### src/rtl/tick_timer.sv
// Tick-driven countdown timer.
// clk_100K is a slow strobe source sampled as data in the clk_in_50M domain.
// Each rising edge of clk_100K gives a one-cycle tick. The tick decrements a
// countdown that is loaded by start. The countdown can be paused, restarted or
// aborted.
module tick_timer #(
  parameter int unsigned WIDTH = 16
) (
  input  logic             clk_in_50M,
  input  logic             reset,
  input  logic             clk_100K,
  input  logic             start,
  input  logic             pause,
  input  logic [WIDTH-1:0] load_val,
  output logic [WIDTH-1:0] count,
  output logic             busy,
  output logic             done,
  output logic             tick
);

  localparam logic [WIDTH-1:0] CNT_ZERO = WIDTH'(0);
  localparam logic [WIDTH-1:0] CNT_ONE  = WIDTH'(1);

  typedef enum logic [1:0] {
    ST_IDLE   = 2'd0,
    ST_RUN    = 2'd1,
    ST_PAUSED = 2'd2
  } state_e;

  state_e           state_q, state_d;
  logic [WIDTH-1:0] count_q, count_d;
  logic             busy_q,  busy_d;
  logic             done_q,  done_d;
  logic             q1_q,    q2_q;

  // Rising-edge detector on the sampled divider clock. Both taps reset high,
  // so a clk_100K that is already high at reset release cannot fake an edge.
  always_ff @(posedge clk_in_50M) begin
    if (reset) begin
      q1_q <= 1'b1;
      q2_q <= 1'b1;
    end else begin
      q1_q <= clk_100K;
      q2_q <= q1_q;
    end
  end

  assign tick = q1_q & ~q2_q;

  // State, count and status registers.
  always_ff @(posedge clk_in_50M) begin
    if (reset) begin
      state_q <= ST_IDLE;
      count_q <= CNT_ZERO;
      busy_q  <= 1'b0;
      done_q  <= 1'b0;
    end else begin
      state_q <= state_d;
      count_q <= count_d;
      busy_q  <= busy_d;
      done_q  <= done_d;
    end
  end

  // Next-state logic. Start takes precedence in every state, then pause,
  // then tick. A zero load expires immediately and does not enter RUN.
  always_comb begin
    state_d = state_q;
    count_d = count_q;
    done_d  = 1'b0;

    unique case (state_q)
      ST_IDLE: begin
        if (start) begin
          count_d = load_val;
          if (load_val == CNT_ZERO) begin
            done_d = 1'b1;
          end else begin
            state_d = ST_RUN;
          end
        end
      end

      ST_RUN: begin
        if (start) begin
          count_d = load_val;
          if (load_val == CNT_ZERO) begin
            state_d = ST_IDLE;
            done_d  = 1'b1;
          end else begin
            state_d = ST_RUN;
          end
        end else if (pause) begin
          state_d = ST_PAUSED;
        end else if (tick) begin
          if (count_q > CNT_ONE) begin
            count_d = count_q - CNT_ONE;
          end else if (count_q == CNT_ONE) begin
            count_d = CNT_ZERO;
            state_d = ST_IDLE;
            done_d  = 1'b1;
          end else begin
            // A zero count in RUN cannot be reached. Park in IDLE without
            // emitting a done pulse.
            state_d = ST_IDLE;
          end
        end
      end

      ST_PAUSED: begin
        if (start) begin
          count_d = load_val;
          if (load_val == CNT_ZERO) begin
            state_d = ST_IDLE;
            done_d  = 1'b1;
          end else begin
            state_d = ST_RUN;
          end
        end else if (!pause) begin
          state_d = ST_RUN;
        end
      end

      default: begin
        state_d = ST_IDLE;
      end
    endcase

    busy_d = (state_d != ST_IDLE);
  end

  assign count = count_q;
  assign busy  = busy_q;
  assign done  = done_q;

endmodule
### config.mk
export PLATFORM = sky130hd
export DESIGN_NAME = tick_timer
export DESIGN_NICKNAME = d
export VERILOG_FILES = /design/src/rtl/tick_timer.sv
export SDC_FILE = /design/constraint.sdc
export NUM_CORES = 1
export LEC_CHECK = 0
export ABC_AREA = 1
export BUFFER_PORTS_ARGS = -buffer_cell sky130_fd_sc_hd__buf_2
export CAP_MARGIN = 30
export CORE_MARGIN = 2
export CORE_UTILIZATION = 50
export CTS_CLUSTER_SIZE = 20
export DETAILED_ROUTE_END_ITERATION = 8
export PLACE_DENSITY = 0.82
export SETUP_SLACK_MARGIN = 0.2
export SLEW_MARGIN = 20
export SYNTH_ARGS = -nofsm -noshare
export SYNTH_HDL_FRONTEND = slang
export SYNTH_SLANG_ARGS = --single-unit
export TNS_END_PERCENT = 100
### constraint.sdc
create_clock -name clk_in_50M -period 3.55 [get_ports clk_in_50M]
set_clock_uncertainty 0.1 [all_clocks]
set_input_delay 0.355 -clock clk_in_50M [delete_from_list [all_inputs] [get_ports clk_in_50M]]
set_output_delay 0.355 -clock clk_in_50M [all_outputs]
set_load 0.01 [all_outputs]
==> impl_metrics.tcl <==
set metrics [dict create \
    finalNonFillerCells 374 \
    ys_seq_area_frac 0.256 \
    r2r-start "count[0]" \
    initial_core_util 0.520 \
    num_vias 1825 \
    hp-class "primary input to register" \
    pwr-share-seq 0.416 \
    synth.yosys.warnings 0 \
    setup.worst_path.class "register to register" \
    r2r_setup_slack_ns 1.61 \
    root_buffer "clkbuf_4" \
    min_from "clk_100K" \
    crit_required_ns 3.73 \
    vias_per_cell 4.88 \
    dp_slack_ns 1.67 \
    post_cts.repair.setup_buffers 0 \
    grt_usage 0.219 \
    std_cell_rows 21 \
    fin_crit_ns 1.94 \
    start_kind "register" \
    fmax_ghz 0.515 \
    final_antenna_net_count 0 \
    antenna_found_initial 0 \
    whs_endpoint "q1_q" \
    drt_pre_antenna_iters 4 \
    setup_viol_count_final 0 \
    p_sw_mw 0.283 \
    synth-seq-cells 22 \
    p_int_mw 0.428 \
    powerDensity_nw_per_um2 361 \
    avgRoutedWirePerCell_um 10.8 \
    timing.final.crit_share 0.547 \
    endpoint_kind "register" \
    reg2reg_to "count[1]" \
    rr_worst_depth 9 \
    grt_pass1_vias 1613 \
    p_leak_nw 1.07 \
    slew_headroom 0.621 \
    setup_slack_ns 1.61 \
    first_iter_violations 98 \
    final_common_cell "nand2_1" \
    grt_pass1_wl_um 6980 \
    dp.cells 370 \
    slew_violations 0 \
    numCtsBuffers 3 \
    hpwl_um 3220 \
    fillers 351 \
    worst-path-max-fanout 8 \
    grt_start_max_net_pins 28 \
    final.setup.tns_ns 0 \
    dieArea_um2 3930 \
    worst_slew_pin_slew_ns 0.565 \
    cp-startpoint "count[0]" \
    diodes 0 \
    comb_power_share 0.381 \
    cts.sinks 22 \
    drc_errors 0 \
    drt-total-wl_um 4040 \
    clk_latency_ns 0.32 \
    path_clk_slew_ns 0.13 \
    whs_path_depth 2 \
    hold_violations 0 \
    core_um2 3310 \
    syn_inst 289 \
    avgSynthCellArea_um2 5.96 \
    ctsResizeCount 0 \
    tritoncts "built" \
    clock_power_share 0.203 \
    ir_drop_v 0.000245 \
    gp_congestion 0.904 \
    run_status "completed" \
    crit_arrival_ns 2.12 \
    fp.dieW_um 62.7 \
    pin_count 40 \
    layout.nets 352 \
    clock_path_buffers 2 \
    layout-drive-gt1-share 0.244 \
    maxCapViolCount 0 \
    grt-ovfl-total 0 \
    area_growth_pct 14.3 \
    numPortBuffers 39 \
    swShare 0.398 \
    h-tree-depth 1 \
    power_mw 0.711 \
    ys_types 29 \
    syn-num-nets 312 \
    die_y_um 62.7 \
    final_cell_mix "112 x nand2_1, 41 x nor2_1, 39 x buf_2" \
    cts_hold_buf 0 \
    netlist_area_um2 1720 \
    rsz0062_at_grt "false" \
]
-- through the flow --
stage	hold slack, ns	utilization	instance area [um^2]
2_1_floorplan	0.303	-	1720
3_3_place_gp	0.309	0.584	1930
3_5_place_dp	0.323	0.584	1930
4_1_cts	0.105	0.595	1970
5_1_grt	0.0921	0.595	1970
6_report	0.106	0.595	1970
-- cells by family (layout without fill, tap and decap cells) --
kind of cell / after synthesis / in the layout / synth area share
flops: 22 / 22 / 0.256
compound gates: 12 / 12 / 0.0428
simple gates: 214 / 214 / 0.572
buf+inv: 34 / 73 / 0.0900
xor+xnor: 5 / 5 / 0.0254
fa+ha+maj: 2 / 2 / 0.0145
-- registers in the layout, indices dropped and copies added, names as in the netlist --
name     count
q1_q         1
state_q      2
count       16
busy         1
done         1
q2_q         1
-- per-layer routing --
metal  part of all wire  global-route usage  wire (um)  vias up
met4              0.017              0.0833         70        0
met2               0.46               0.360       1870       53
met3              0.057              0.0288        229        7
li1                   -                   -          -      970
met5                  0                   0          0        -
met1               0.46               0.292       1880      795
-- area by class of cell --
class	instances	area [um^2]	share of cell area
multi-input cells	233	1130	0.572
repair buffers	39	195	0.0991
inverters	30	113	0.0572
clock buffers	4	36.3	0.0184
flip-flops and latches	22	440	0.224
well taps	46	57.6	0.0292
-- critical path, stage by stage (launching register included) --
cell and delay, ns:
dfxtp_1 0.42, inv_1 0.12, ha_1 0.27, nand2_4 0.14
a21oi_1 0.08, nand2_1 0.21, nand2_1 0.20, o21ai_1 0.20
nor2_2 0.05, nor2_2 0.10
-- power by group through the flow --
stage | Combinational [mW] | Clock (mW) | Sequential [mW]
finish | 0.271 | 0.144 | 0.296
global route | 0.308 | 0.161 | 0.300
CTS | 0.271 | 0.146 | 0.296
global placement | 0.266 | 0 | 0.301
detailed placement | 0.270 | 0 | 0.302
floorplan | 0.200 | 0 | 0.306
-- worst max-delay path by stage --
stage	slack [ns]	to	cells past startpoint
floorplan	1.78	count[12]	11
global placement	1.75	count[0]	11
detailed placement	1.67	count[15]	11
CTS	1.63	count[1]	9
global route	1.43	count[13]	9
finish	1.61	count[1]	9
-- Yosys cell counts (all sizes together) --
cell	instances	area, um^2
a21boi	1	7.51
nand4	3	18.8
xor2	5	43.8
nand3	20	105
clkbuf	1	3.75
nor2	68	352
or2	1	6.26
nand2	117	475
a21oi	6	41.3
o21ai	5	25.0
clkinv	3	11.3
inv	27	101
buf	3	38.8
ha	2	25.0
nor3	3	15.0
dfxtp	22	440
nor4	2	12.5
(Power assumes the default switching activity.)
